--- src/rtl/pe_pkg.sv ---
// Shared types and sizing constants for the row-stationary PE MAC sequencer.
package pe_pkg;

    localparam int DEF_IN_BITWIDTH  = 16;
    localparam int DEF_OUT_BITWIDTH = 32;
    localparam int MAX_FILT_LEN     = 8;
    localparam int TAP_W            = $clog2(MAX_FILT_LEN);
    // The fill counter must also hold FILT_LEN itself, hence one extra bit.
    localparam int NEED_W           = $clog2(MAX_FILT_LEN + 1);

    typedef enum logic [2:0] {
        W_LOAD,
        A_FILL,
        COMPUTE,
        DRAIN,
        EMIT
    } seq_state_t;

endpackage : pe_pkg

--- src/rtl/pe_mac_sequencer_if.sv ---
// Bundle of weight/activation/psum handshakes and the MAC drive/return signals.
interface pe_mac_sequencer_if #(
    parameter int IN_BITWIDTH  = pe_pkg::DEF_IN_BITWIDTH,
    parameter int OUT_BITWIDTH = pe_pkg::DEF_OUT_BITWIDTH
) ();

    logic [IN_BITWIDTH-1:0]  w_data;
    logic                    w_valid;
    logic                    w_ready;
    logic                    wt_reload;

    logic [IN_BITWIDTH-1:0]  a_data;
    logic                    a_last;
    logic                    a_valid;
    logic                    a_ready;

    logic [IN_BITWIDTH-1:0]  psum_in;
    logic                    psum_in_valid;
    logic                    psum_in_ready;

    logic [IN_BITWIDTH-1:0]  mac_a;
    logic [IN_BITWIDTH-1:0]  mac_w;
    logic [IN_BITWIDTH-1:0]  mac_sum;
    logic                    mac_en;
    logic [OUT_BITWIDTH-1:0] mac_out;

    logic [OUT_BITWIDTH-1:0] psum_out;
    logic                    psum_out_valid;
    logic                    psum_out_ready;

    // Sequencer side.
    modport slave (
        input  w_data, w_valid, wt_reload,
        input  a_data, a_last, a_valid,
        input  psum_in, psum_in_valid,
        input  mac_out, psum_out_ready,
        output w_ready, a_ready, psum_in_ready,
        output mac_a, mac_w, mac_sum, mac_en,
        output psum_out, psum_out_valid
    );

    // Environment side: producers, MAC unit and psum consumer.
    modport master (
        output w_data, w_valid, wt_reload,
        output a_data, a_last, a_valid,
        output psum_in, psum_in_valid,
        output mac_out, psum_out_ready,
        input  w_ready, a_ready, psum_in_ready,
        input  mac_a, mac_w, mac_sum, mac_en,
        input  psum_out, psum_out_valid
    );

endinterface : pe_mac_sequencer_if

--- src/rtl/pe_shift_spad.sv ---
// DEPTH-entry shift register scratchpad: new words enter at the top index,
// older words move toward index 0; any entry is readable by index.
module pe_shift_spad #(
    parameter int WIDTH = 16,
    parameter int DEPTH = 3,
    parameter int IDX_W = 3
) (
    input  logic             clk,
    input  logic             shift_en,
    input  logic [WIDTH-1:0] din,
    input  logic [IDX_W-1:0] rd_idx,
    output logic [WIDTH-1:0] rd_data
);

    logic [WIDTH-1:0] mem_q [DEPTH];
    logic [WIDTH-1:0] mem_d [DEPTH];

    always_comb begin
        mem_d = mem_q;
        if (shift_en) begin
            for (int i = 0; i < DEPTH - 1; i++) begin
                mem_d[i] = mem_q[i + 1];
            end
            mem_d[DEPTH-1] = din;
        end
    end

    // NOTE: storage is deliberately not reset; every entry is rewritten
    // before it is read, so a reset would only add fan-out.
    always_ff @(posedge clk) begin
        mem_q <= mem_d;
    end

    assign rd_data = mem_q[rd_idx];

endmodule : pe_shift_spad

--- src/rtl/pe_mac_sequencer.sv ---
// Row-stationary PE control: holds a weight row, slides an activation window,
// issues FILT_LEN MAC ops per output and emits the accumulated psum.
module pe_mac_sequencer
    import pe_pkg::*;
#(
    parameter int IN_BITWIDTH  = DEF_IN_BITWIDTH,
    parameter int OUT_BITWIDTH = DEF_OUT_BITWIDTH,
    parameter int FILT_LEN     = 3
) (
    input logic              clk,
    input logic              rst_n,
    pe_mac_sequencer_if.slave bus
);

    localparam logic [TAP_W-1:0]  LAST_TAP  = TAP_W'(FILT_LEN - 1);
    localparam logic [NEED_W-1:0] NEED_FULL = NEED_W'(FILT_LEN);

    seq_state_t state_q, state_d;
    logic [TAP_W-1:0]        w_cnt_q, w_cnt_d;
    logic [TAP_W-1:0]        tap_q, tap_d;
    logic [NEED_W-1:0]       need_q, need_d;
    logic                    row_end_q, row_end_d;
    logic [OUT_BITWIDTH-1:0] acc_q, acc_d;
    // Tracks which tap the MAC result arriving this cycle belongs to.
    logic                    issued_q, issued_d;
    logic                    issued_first_q, issued_first_d;

    logic [IN_BITWIDTH-1:0]  w_spad_q [FILT_LEN];
    logic [IN_BITWIDTH-1:0]  w_spad_d [FILT_LEN];
    logic                    w_we;
    logic                    a_shift;
    logic [IN_BITWIDTH-1:0]  win_rd;

    pe_shift_spad #(
        .WIDTH (IN_BITWIDTH),
        .DEPTH (FILT_LEN),
        .IDX_W (TAP_W)
    ) u_window (
        .clk      (clk),
        .shift_en (a_shift),
        .din      (bus.a_data),
        .rd_idx   (tap_q),
        .rd_data  (win_rd)
    );

    // NOTE: every signal assigned here gets a default first, so no path
    // through the case can leave one unassigned and infer a latch.
    always_comb begin
        state_d            = state_q;
        w_cnt_d            = w_cnt_q;
        tap_d              = tap_q;
        need_d             = need_q;
        row_end_d          = row_end_q;
        w_we               = 1'b0;
        a_shift            = 1'b0;
        bus.w_ready        = 1'b0;
        bus.a_ready        = 1'b0;
        bus.psum_in_ready  = 1'b0;
        bus.mac_en         = 1'b0;
        bus.mac_a          = '0;
        bus.mac_w          = '0;
        bus.mac_sum        = '0;
        bus.psum_out       = '0;
        bus.psum_out_valid = 1'b0;

        case (state_q)
            W_LOAD: begin
                bus.w_ready = 1'b1;
                if (bus.w_valid) begin
                    w_we = 1'b1;
                    if (w_cnt_q == LAST_TAP) begin
                        w_cnt_d = '0;
                        need_d  = NEED_FULL;
                        state_d = A_FILL;
                    end else begin
                        w_cnt_d = w_cnt_q + 1'b1;
                    end
                end
            end

            A_FILL: begin
                bus.a_ready = (need_q != '0);
                if (need_q != '0) begin
                    if (bus.a_valid) begin
                        // The last word shifted in decides row_end, so an early
                        // a_last is simply overwritten and the row keeps going.
                        a_shift   = 1'b1;
                        need_d    = need_q - 1'b1;
                        row_end_d = bus.a_last;
                    end
                end else if (bus.psum_in_valid) begin
                    tap_d   = '0;
                    state_d = COMPUTE;
                end
            end

            COMPUTE: begin
                bus.mac_en        = 1'b1;
                bus.mac_a         = win_rd;
                bus.mac_w         = w_spad_q[tap_q];
                bus.psum_in_ready = (tap_q == '0);
                if (tap_q == '0) begin
                    bus.mac_sum = bus.psum_in;
                end
                tap_d = tap_q + 1'b1;
                if (tap_q == LAST_TAP) begin
                    state_d = DRAIN;
                end
            end

            DRAIN: begin
                state_d = EMIT;
            end

            EMIT: begin
                bus.psum_out       = acc_q;
                bus.psum_out_valid = 1'b1;
                if (bus.psum_out_ready) begin
                    if (!row_end_q) begin
                        need_d  = NEED_W'(1);
                        state_d = A_FILL;
                    end else if (bus.wt_reload) begin
                        w_cnt_d = '0;
                        state_d = W_LOAD;
                    end else begin
                        need_d  = NEED_FULL;
                        state_d = A_FILL;
                    end
                end
            end

            default: state_d = W_LOAD;
        endcase
    end

    always_comb begin
        issued_d       = bus.mac_en;
        issued_first_d = bus.mac_en && (tap_q == '0);
        acc_d          = acc_q;
        if (issued_q) begin
            acc_d = issued_first_q ? bus.mac_out : acc_q + bus.mac_out;
        end
    end

    always_comb begin
        w_spad_d = w_spad_q;
        if (w_we) begin
            w_spad_d[w_cnt_q] = bus.w_data;
        end
    end

    // NOTE: sequential state uses non-blocking assignments only, so every
    // flop samples its pre-edge value regardless of block ordering.
    always_ff @(posedge clk or negedge rst_n) begin
        if (!rst_n) begin
            state_q        <= W_LOAD;
            w_cnt_q        <= '0;
            tap_q          <= '0;
            need_q         <= '0;
            row_end_q      <= 1'b0;
            acc_q          <= '0;
            issued_q       <= 1'b0;
            issued_first_q <= 1'b0;
        end else begin
            state_q        <= state_d;
            w_cnt_q        <= w_cnt_d;
            tap_q          <= tap_d;
            need_q         <= need_d;
            row_end_q      <= row_end_d;
            acc_q          <= acc_d;
            issued_q       <= issued_d;
            issued_first_q <= issued_first_d;
        end
    end

    always_ff @(posedge clk) begin
        w_spad_q <= w_spad_d;
    end

endmodule : pe_mac_sequencer
--- src/flat_wrapper.sv ---
// flat-port wrapper written by rule: the top's interface ports become plain ports
module pe_mac_sequencer_flat import pe_pkg::*;
#(
    parameter int IN_BITWIDTH  = DEF_IN_BITWIDTH,
    parameter int OUT_BITWIDTH = DEF_OUT_BITWIDTH,
    parameter int FILT_LEN     = 3
)
  (clk, rst_n, bus_w_data, bus_w_valid, bus_wt_reload, bus_a_data, bus_a_last, bus_a_valid, bus_psum_in, bus_psum_in_valid, bus_mac_out, bus_psum_out_ready, bus_w_ready, bus_a_ready, bus_psum_in_ready, bus_mac_a, bus_mac_w, bus_mac_sum, bus_mac_en, bus_psum_out, bus_psum_out_valid);
  pe_mac_sequencer_if #(.IN_BITWIDTH(IN_BITWIDTH), .OUT_BITWIDTH(OUT_BITWIDTH)) bus_i ();
  input logic clk;
  input logic rst_n;
  input wire logic [$bits(bus_i.w_data)-1:0] bus_w_data;
  input wire logic [$bits(bus_i.w_valid)-1:0] bus_w_valid;
  input wire logic [$bits(bus_i.wt_reload)-1:0] bus_wt_reload;
  input wire logic [$bits(bus_i.a_data)-1:0] bus_a_data;
  input wire logic [$bits(bus_i.a_last)-1:0] bus_a_last;
  input wire logic [$bits(bus_i.a_valid)-1:0] bus_a_valid;
  input wire logic [$bits(bus_i.psum_in)-1:0] bus_psum_in;
  input wire logic [$bits(bus_i.psum_in_valid)-1:0] bus_psum_in_valid;
  input wire logic [$bits(bus_i.mac_out)-1:0] bus_mac_out;
  input wire logic [$bits(bus_i.psum_out_ready)-1:0] bus_psum_out_ready;
  output wire logic [$bits(bus_i.w_ready)-1:0] bus_w_ready;
  output wire logic [$bits(bus_i.a_ready)-1:0] bus_a_ready;
  output wire logic [$bits(bus_i.psum_in_ready)-1:0] bus_psum_in_ready;
  output wire logic [$bits(bus_i.mac_a)-1:0] bus_mac_a;
  output wire logic [$bits(bus_i.mac_w)-1:0] bus_mac_w;
  output wire logic [$bits(bus_i.mac_sum)-1:0] bus_mac_sum;
  output wire logic [$bits(bus_i.mac_en)-1:0] bus_mac_en;
  output wire logic [$bits(bus_i.psum_out)-1:0] bus_psum_out;
  output wire logic [$bits(bus_i.psum_out_valid)-1:0] bus_psum_out_valid;
  assign bus_i.w_data = bus_w_data;
  assign bus_i.w_valid = bus_w_valid;
  assign bus_i.wt_reload = bus_wt_reload;
  assign bus_i.a_data = bus_a_data;
  assign bus_i.a_last = bus_a_last;
  assign bus_i.a_valid = bus_a_valid;
  assign bus_i.psum_in = bus_psum_in;
  assign bus_i.psum_in_valid = bus_psum_in_valid;
  assign bus_i.mac_out = bus_mac_out;
  assign bus_i.psum_out_ready = bus_psum_out_ready;
  assign bus_w_ready = bus_i.w_ready;
  assign bus_a_ready = bus_i.a_ready;
  assign bus_psum_in_ready = bus_i.psum_in_ready;
  assign bus_mac_a = bus_i.mac_a;
  assign bus_mac_w = bus_i.mac_w;
  assign bus_mac_sum = bus_i.mac_sum;
  assign bus_mac_en = bus_i.mac_en;
  assign bus_psum_out = bus_i.psum_out;
  assign bus_psum_out_valid = bus_i.psum_out_valid;
  pe_mac_sequencer #(.IN_BITWIDTH(IN_BITWIDTH), .OUT_BITWIDTH(OUT_BITWIDTH), .FILT_LEN(FILT_LEN)) u_core (.clk(clk), .rst_n(rst_n), .bus(bus_i));
endmodule
--- config.mk ---
export PLATFORM = sky130hd
export DESIGN_NAME = pe_mac_sequencer_flat
export DESIGN_NICKNAME = d
export VERILOG_FILES = /design/src/rtl/pe_pkg.sv /design/src/rtl/pe_mac_sequencer_if.sv /design/src/rtl/pe_shift_spad.sv /design/src/rtl/pe_mac_sequencer.sv /design/src/flat_wrapper.sv
export SDC_FILE = /design/constraint.sdc
export NUM_CORES = 1
export LEC_CHECK = 0
export ABC_AREA = 1
export CAP_MARGIN = 20
export CORE_MARGIN = 1.5
export CORE_UTILIZATION = 40
export DETAILED_ROUTE_END_ITERATION = 8
export PLACE_DENSITY = 0.61
export SLEW_MARGIN = 30
export SYNTH_ARGS = -nofsm -noshare
export SYNTH_HDL_FRONTEND = slang
export SYNTH_SLANG_ARGS = --single-unit
--- constraint.sdc ---
create_clock -name clk -period 3.7 [get_ports clk]
set_input_delay 0.37 -clock clk [delete_from_list [all_inputs] [get_ports clk]]
set_output_delay 0.37 -clock clk [all_outputs]
set_load 0.03 [all_outputs]
# Word level (Yosys, flattened, before mapping)
# Index checks and enable logic that the tools add are counted.
totals:
  regBits: 144
  out_inout_bits: 85
  elab_cells: 104
classes:
  add_sub_neg: 4
  magnitude_cmp: 3
  eq_ne: 17
  n_mux: 51
  bitwise_logic: 2
  reduce_logical: 13
ops:
  columns: ["operator", "count"]
  rows:
  - ["16-bit two-way mux", 9]
  - ["16-bit binary-select mux with 2-bit select", 2]
  - ["32-bit two-way mux", 2]
  - ["48-bit bitwise mux", 1]
  - ["3-bit two-way mux", 14]
  - ["32-bit adder", 1]
  - ["16-bit demux with 2-bit select", 1]
  - ["4-bit two-way mux", 7]
  - ["3-bit one-hot mux with 5 select lines", 1]
  - ["3-bit by 2-bit equality test with 1-bit output (second input constant)", 4]
  - ["2-bit != test (second input constant)", 6]
  - ["3-bit one-hot mux with 2 select lines", 2]
  - ["4-bit one-hot mux with 3 select lines", 1]
  - ["1-bit two-way mux", 11]
  - ["4-bit by 3-bit >= comparator with 1-bit output (second input constant)", 2]
  - ["2-bit by 1-bit != test with 1-bit output (second input constant)", 4]
  - ["3-bit inverter with 4-bit output", 2]
  - ["7-bit AND reduction", 1]
  - ["3-bit by 1-bit adder with 3-bit output (second input constant)", 2]
  - ["3-bit logical NOT", 2]
  - ["3-bit AND reduction", 2]
  - ["6-bit AND reduction", 1]
  - ["5-bit AND reduction", 1]
  - ["4-bit by 1-bit < comparator with 1-bit output (second input constant)", 1]
  - ["other kinds (8)", 10]

# Longest topological paths before layout
# Gate-level depths: netlist of the first run.
logic_depth:
  ltp_word: 6
  depth_mapped: 13

# By module
# A second synthesis of the first run with hierarchy kept.
unflattened:
  hier_cells: 1240
  area_unflattened_um2: 8988.6
modules_own_cells:
  columns: ["mod", "instances", "cells_per_inst", "area_per_inst_um2", "seq_area_each_um2"]
  rows:
  - ["pe_mac_sequencer", 1, 1072, 7030.5, 2642.5]
  - ["pe_shift_spad", 1, 168, 1958.1, 1441.4]

# Worst setup path after synthesis of the first run
# OpenSTA, ideal clock, no wires.
synth_path:
  kind: "reg2reg"
  from: "reg u_core.state_q[2]"
  to: "reg u_core.u_window.mem_q[0] (netlist bit), enable pin"
  arrival_time_ns: 2.403
  required_time_ns: 3.297
  path_slack_ns: 0.894
  path_stages_with_launch: 6
  path_buffers: 0
  period_less_slack_ns: 2.806
  cell_sequence: "dfrtp_1 nor2_1 nand2_1 a21oi_1 nand2_1 inv_1"
synth_via:
  elab_chain_len: 2
synth_lines:
  columns: ["item", "line_no", "source"]
  rows:
  - ["start: declaration", "pe_mac_sequencer.sv:18", "seq_state_t state_q, state_d;"]
  - ["start signal: assignment", "pe_mac_sequencer.sv:165", "state_q <= state_d;"]
  - ["3-bit by 1-bit equality test with 1-bit output", "pe_mac_sequencer.sv:66", "case (state_q)"]
  - ["1-bit two-way mux", "pe_mac_sequencer.sv:66", null]
  - ["net u_core.a_shift", "pe_mac_sequencer.sv:31", "logic a_shift;"]
  - ["end signal: assignment", "pe_shift_spad.sv:31", "mem_q <= mem_d;"]
  - ["end: declaration", "pe_shift_spad.sv:15", "logic [WIDTH-1:0] mem_q [DEPTH];"]
# The timed path passes the listed nets, and every way through them passes these cells.
# A chain may end at the register's enable or synchronous reset.

# Worst setup path in the final report of the first run
layout_path:
  from: "reg u_core.tap_q[1]"
  to: "out bus_mac_a[14]"
layout_via:
  elab_chain_len: 5
layout_lines:
  columns: ["item", "line_no", "source"]
  rows:
  - ["start: declaration", "pe_mac_sequencer.sv:20", "logic [TAP_W-1:0] tap_q, tap_d;"]
  - ["start signal: assignment", "pe_mac_sequencer.sv:167", "tap_q <= tap_d;"]
  - ["3-bit inverter with 4-bit output (implied by the code)", "pe_shift_spad.sv:34", "assign rd_data = mem_q[rd_idx];"]
  - ["16-bit binary-select mux with 2-bit select", "pe_shift_spad.sv:34", null]
  - ["16-bit two-way mux (implied by the code) (2 in series)", "pe_shift_spad.sv:34", null]
  - ["16-bit two-way mux", "pe_mac_sequencer.sv:66", null]
  - ["end: declaration", "flat_wrapper.sv:25", "output wire logic [$bits(bus_i.mac_a)-1:0] bus_mac_a;"]
# Every way passes these cells. The select of a mux whose other input is x is not followed.

==> impl_results.md, run 1 <==
* Post-synthesis cell type count at 38
* Outcome: finished clean
* Post-synth top area cell: edfxtp_1
* Clock Sink Count at approximately 140
* Leak at approximately 0.0053 uW
* Initial Util at 40.6%
* Worst endpoint required time at 3.33 ns
* Count leader, synth: nand2_1
* CTS tree: yes
* CP Launch Type: flop
* Via count at around 7600
* FF+latch count, synth at ~140
* GP Congestion at approximately 0.87
* Largest net degree at the start of global routing at 55
* Post-synth EDFFs at between 90 and 100
* Post-synth top area share at between 30 and 40%
* Max-slew violations at 0
* DIE HEIGHT at 151 um
* Port bufs at 172
* Crit Path Class: reg -> out
* Root Buffer: clkbuf_16
* Congestion Overflow GR at 0
* Final hold vios at 0
* Mapped Area at 0.00881 mm2
* Fin util at 52.7%
* Core area at roughly 0.022 mm2
* Final wirelength at 22.4 mm
* Register area at between 0.004 and 0.005 mm2
* Slew HR at 38.6%
* Final worst path period need at around 3.0 ns
* CTS clk-pin slew, worst paths at around 0.07 ns
* Worst setup path startpoint: u_core.tap_q[1]
* Final setup vio count at 0
* Crit path arrival time at 2.65 ns
* Clock Latency Late Sink at between 0.4 and 0.5 ns
* Tcrit/Tclk final at 81.6%
* Synth area leaders: edfxtp_1 (33%), nand2_1 (14%), dfrtp_1 (14%)
* Cell row count at between 50 and 60
* Die width at between 150 and 200 um
* Worst-path maximum fanout at 32
* IO Count at around 170
* CP Capture Type: primary output
* Number of vias per cell at between 4 and 5
* DP HPWL at 16.5 mm
* Total track usage at 20.4%
* First-pass GRT wire length at ~36 mm
* Synthesis Warnings at 0
* Maximum root-to-sink buffer count at 2
* DRC errors left at 0
* Post-layout net count at 1469
* H-tree level count at 4
* Worst Skew at 0.0146 ns
* Peak supply drop at about 0.00035 V
* DRT iter0 DRCs at 392
* Number of global-route vias before repair at between 7000 and 8000
* Postcts setup bufs at 0
* Final TNS setup at 0 ns
* Total of max-cap violations at 0
* Highest clock rate at approximately 0.33 GHz
* HP Class: in -> async
* Area occupied by multi-input gates at ~0.0039 mm2
* Total CTS buffers at 17
* Post-synthesis cell count at around 1200
* Cts hold-fix bufs at 0
* Async S/R FF share, synth at roughly 33%
* Die area at between 0.02 and 0.025 mm2
* Initial antenna violation count at 0
* N_diodes at 0
* Seq/Total Area, Yosys at 46.4%
* RR Startpoint: u_core.acc_q[0]
* Mapped Avg Cell Area at 7.49 um2
* Post-DRT Antenna Nets at 0
* Cell types with the highest counts after synthesis: nand2_1 (327), nor2_1 (206), inv_1 (189), edfxtp_1 (96), o21ai_0 (55)
* # fillers at 2089
* Share of cells above drive strength 1 at just under 6%
* Post-DR wirelength/cell at around 14 um
* Slew @ Worst Pin at 0.920 ns
* Primary FF master, synth: edfxtp_1
* Layout Area Growth over Synthesis at 29.8%
* Drt first pass iters at 4
* Cts repair resizes at 0
* Syn nets at 1300
* Power Dens Cells at approximately 730 mW/mm2
* RSZ-0062 raised after global routing: false
-- layout by cell type (no fill, tap or decap), types with 2 or more instances in the layout --
master	netlist	routed
o21bai_1	2	2
inv_2	5	6
inv_6	0	2
a21oi_1	54	54
nor2_4	2	2
o211ai_1	7	7
xor2_1	9	9
nor2_1	206	206
inv_1	189	188
o22ai_1	11	11
nand3_1	41	41
o21ai_1	8	8
nand3_2	7	7
nor3_1	6	3
nor2_2	6	6
nand2_2	7	7
buf_4	2	11
nand2_1	327	327
clkinv_8	0	3
edfxtp_1	96	96
o21ai_0	55	55
ha_1	36	36
xnor2_1	8	8
clkdlybuf4s50_1	0	171
clkbuf_16	0	17
nor3_2	1	4
dfrtp_1	48	48
inv_8	0	7
-- registers in the layout, indices dropped and copies added (netlist names) --
name and flops:
u_core.u_window.mem_q 48, u_core.w_spad_q 48, u_core.acc_q 32, u_core.need_q 4
u_core.state_q 3, u_core.tap_q 3, u_core.w_cnt_q 3, u_core.issued_first_q 1
u_core.issued_q 1, u_core.row_end_q 1
-- critical path: stages, from the launching register on --
cell and delay, ns:
dfrtp_1 0.65, inv_1 0.16, nor2_2 0.10, buf_4 0.34
nand2_1 0.11, a21oi_1 0.17, clkdlybuf4s50_1 0.70
-- kinds of logic (layout without fill, tap and decap cells) --
family	Yosys count	count (layout)	share of synthesized area, %
muxes	1	1	0.114
buffers and inverters	227	409	9.92
adders and majority gates	37	37	5.34
and+or+nand+nor	608	608	27.8
xor gates and xnor gates	17	17	1.69
AOI/OAI and AO/OA	141	141	8.71
DFF	144	144	46.4
-- through the flow --
step | hold WS, ns | setup WS, ns | power, uW | instances | area [um2]
finish | 0.0114 | 0.681 | 8400 | 1637 | 11400
global route | 0.0453 | 0.492 | 9150 | 1637 | 11400
CTS | 0.0245 | 0.623 | 8480 | 1637 | 11400
detailed placement | 0.426 | 1.08 | 6700 | 1605 | 10800
global placement | 0.422 | 1.10 | 6660 | 1605 | 10800
floorplan | 0.0744 | 0.894 | 5510 | 1175 | 8810
-- area by class of cell --
class / instances / area share (%)
clock inverters: 15 / 1.55
inverters: 194 / 6.37
multi-input cells: 804 / 33.8
repair buffers: 183 / 15.7
clock buffers: 17 / 3.72
flip-flops and latches: 144 / 35.7
well taps: 280 / 3.07
-- power breakdown --
| group | leakage [uW] | internal [uW] | switching, uW |
|---|---|---|---|
| combinational | 0.00356 | 1500 | 2710 |
| sequential | 0.00148 | 2180 | 259 |
| clock | 0.000293 | 921 | 827 |
-- layer usage --
| metal | up-vias | track usage [%] | part of all wire, % | wire length, um |
|---|---|---|---|---|
| met4 | 0 | 5.29 | 1.0 | 235 |
| met2 | 150 | 34.5 | 48 | 10900 |
| met3 | 20 | 4.16 | 4.4 | 982 |
| met5 | - | 0 | 0 | 0 |
| li1 | 4029 | - | - | - |
| met1 | 3434 | 26.5 | 46 | 10400 |
-- path summary, 6_finish.rpt --
check,slack (ns),cells after the start,end
worst max-delay path,0.68,6,bus_mac_a[14]
max in group asynchronous,2.91,2,u_core.acc_q[24]
min in group clk,0.44,0,u_core.u_window.mem_q[32]
worst max register to register,1.52,12,u_core.acc_q[24]
worst min register to register,0.44,0,u_core.u_window.mem_q[32]
worst min-delay path,0.01,1,u_core.w_cnt_q[1]
Power figures use the tool's default switching activity.
==> run 2: changes to the inputs <==
==> constraint.sdc (replaced) <==
create_clock -name clk -period 2.84 [get_ports clk]
set_input_delay 0.284 -clock clk [delete_from_list [all_inputs] [get_ports clk]]
set_output_delay 0.284 -clock clk [all_outputs]
set_load 0.03 [all_outputs]
==> run 2 against run 1 <==
  * Non-clock buffer count is 4 higher
  * Hold slack improved by 0.37 ns
  * Highest routed layer is now met5
  * Largest power group unchanged
  * Largest cell class unchanged
  * Routed wire length is 1.3% higher
==> impl_results.md, run 2 (same netlist as run 1, synthesis figures left out) <==
* Outcome: finished clean
* Worst Skew at 0.0146 ns (+0.0000444 ns)
* # fillers at 2103 (+0.67%)
* Worst-path maximum fanout at 35 (+9.4%)
* Crit Path Class: reg -> out
* Max-slew violations at 0 (unchanged)
* Die area at 0.0229 mm2 (unchanged)
* Hold WS at 0.378 ns (+0.367 ns)
* Clock Sink Count at 144 (unchanged)
* Number of vias per cell at 4.68 (+0.41%)
* Most frequent cells in the layout: nand2_1 (327), nor2_1 (206), inv_1 (188)
* Postcts setup bufs at 0 (unchanged)
* CP Capture Type: primary output
* Tcrit/Tclk final at 89.5%
* Most Frequent Cell on Critical Path: nor2_1
* Via count at 7683 (+0.66%)
* Final wirelength at 22.7 mm (+1.3%)
* Total track usage at 20.6% (+0.23 points)
* Critical path's slowest cell: clkdlybuf4s50_1
* DRC errors left at 0 (unchanged)
* Number of global-route vias before repair at 7427 (+2.5%)
* Buf/Inv on CP at 3 (unchanged)
* Drt first pass iters at 5 (+1)
* Register area at 0.00408 mm2 (unchanged)
* Share of cells above drive strength 1 at 8.38% (+2.6 points)
* Highest clock rate at between 0.3 and 0.4 GHz
* Slew HR at 53.0% (+14 points)
* Congestion Overflow GR at 0 (unchanged)
* CP top delay family: buffers and inverters
* Layout Area Growth over Synthesis at 30.3%
* Worst endpoint required time at 2.56 ns (-0.77 ns)
* CTS tree: yes
* Initial Util at 40.6% (unchanged)
* Post-layout net count at 1473 (+0.27%)
* Initial antenna violation count at 1 (+1)
* GP Congestion at 0.883 (+1.2%)
* Crit path depth at 6 (unchanged)
* Worst slack, placed at 0.366 ns (-0.710 ns)
* DP HPWL at 16.3 mm (-1.3%)
* CP max stage delay at 0.69 ns (about the same)
* Pwr Total at 11000 uW (+31%)
* Die width at 151 um (unchanged)
* Power Dens Cells at 956 mW/mm2 (+30%)
* Final hold vios at 0 (unchanged)
* Total of max-cap violations at 0 (unchanged)
* Post-DR wirelength/cell at 13.9 um (+1.1%)
* Maximum root-to-sink buffer count at 2 (unchanged)
* Clock Latency Late Sink at 0.42 ns (about the same)
* Final TNS setup at 0 ns (unchanged)
* Final worst path period need at 2.54 ns
* Root Buffer: clkbuf_16
* Final worst slack at 0.297 ns (-0.384 ns)
* Leak at 0.00573 uW (+7.6%)
* R2R cell count at 12 (unchanged)
* Total CTS buffers at 17 (unchanged)
* Cell row count at 54 (unchanged)
* Final setup vio count at 0 (unchanged)
* Post-DRT Antenna Nets at 0 (unchanged)
* IO Count at 173 (unchanged)
* CTS clk-pin slew, worst paths at 0.07 ns (about the same)
* Peak supply drop at 0.000476 V (+38%)
* Port bufs at 172 (unchanged)
* Slew @ Worst Pin at 0.705 ns (-0.215 ns)
* Most common cell after layout, fill and taps aside: nand2_1
* H-tree level count at 4 (unchanged)
* RSZ-0062 raised after global routing: false
* DRT iter0 DRCs at 317 (-19%)
* HP Class: in -> async
* N_diodes at 0 (unchanged)
* Critical-path cell list: nor2_1 -> inv_2 -> nor2_4 -> inv_4 -> nor2_1 -> clkdlybuf4s50_1
* DIE HEIGHT at 151 um (unchanged)
* Largest net degree at the start of global routing at 49 (-11%)
* Area occupied by multi-input gates at 0.00387 mm2 (+0.19%)
* Top Registers: u_core.u_window.mem_q (48), u_core.w_spad_q (48), u_core.acc_q (32)
* Core area at 0.0217 mm2 (unchanged)
* First-pass GRT wire length at 36.7 mm (+0.89%)
* CP Launch Type: flop
* Crit path arrival time at 2.26 ns (-0.39 ns)
run 2: power breakdown:
| part | total [uW] | switching, uW | internal [uW] |
|---|---|---|---|
| clock network | 2300 | 1100 | 1200 |
| logic | 5540 | 3590 | 1950 |
| registers | 3140 | 301 | 2840 |
| total | 11000 | 4980 | 5990 |
run 2: worst min-delay path: stages:
cell and delay (ns):
dlygate4sd3_1 0.52, buf_2 0.12, buf_12 0.27
run 2: layer usage:
metal | global-route usage [%] | share of wire [%]
met4 | 5.87 | 1.2
met1 | 25.8 | 45
met3 | 4.07 | 4.9
met5 | 0 | 0.057
met2 | 35.9 | 49
run 2: final cells by class:
type,count,share of cell area [%]
Inverter,194,6.37
Clock buffer,17,3.71
Tap cell,280,3.05
Clock inverter,15,1.71
Multi-Input combinational cell,804,33.7
Timing Repair Buffer,187,15.9
Sequential cell,144,35.6
run 2: per-stage QoR:
step	util, %	cell area, um2	std cells
2_1_floorplan	-	8810	1175
3_3_place_gp	49.8	10800	1608
3_5_place_dp	49.8	10800	1608
4_1_cts	52.7	11400	1641
5_1_grt	52.9	11500	1641
6_report	52.9	11500	1641
run 2: repair_timing:
action | 4_1_cts | 5_1_grt
resized for setup | 1 | 19
endpoints found under the hold margin | 48 | 0
hold buffers | 1 | 0
endpoints found under the setup margin | 17 | 28
run 2: final timing paths:
check                                     startpoint  slack, ns                         to
max                                u_core.state_q[1]       0.30           bus_psum_out[20]
min                                            rst_n       0.38          u_core.w_cnt_q[2]
max reg2reg                          u_core.acc_q[0]       0.74           u_core.acc_q[16]
min reg2reg                u_core.u_window.mem_q[25]       0.44  u_core.u_window.mem_q[41]
max in group asynchronous                      rst_n       2.20            u_core.acc_q[0]
min in group clk                      bus_a_data[13]       0.41  u_core.u_window.mem_q[13]
==> run 3: changes to the inputs <==
--- a/config.mk
+++ b/config.mk
@@ -9,6 +9,7 @@
 export CAP_MARGIN = 20
 export CORE_MARGIN = 1.5
 export CORE_UTILIZATION = 40
+export CTS_CLUSTER_SIZE = 28
 export DETAILED_ROUTE_END_ITERATION = 8
 export PLACE_DENSITY = 0.61
 export SLEW_MARGIN = 30
==> results of run 3 <==
Final layout, timing and power as in run 2 (identical DEF).
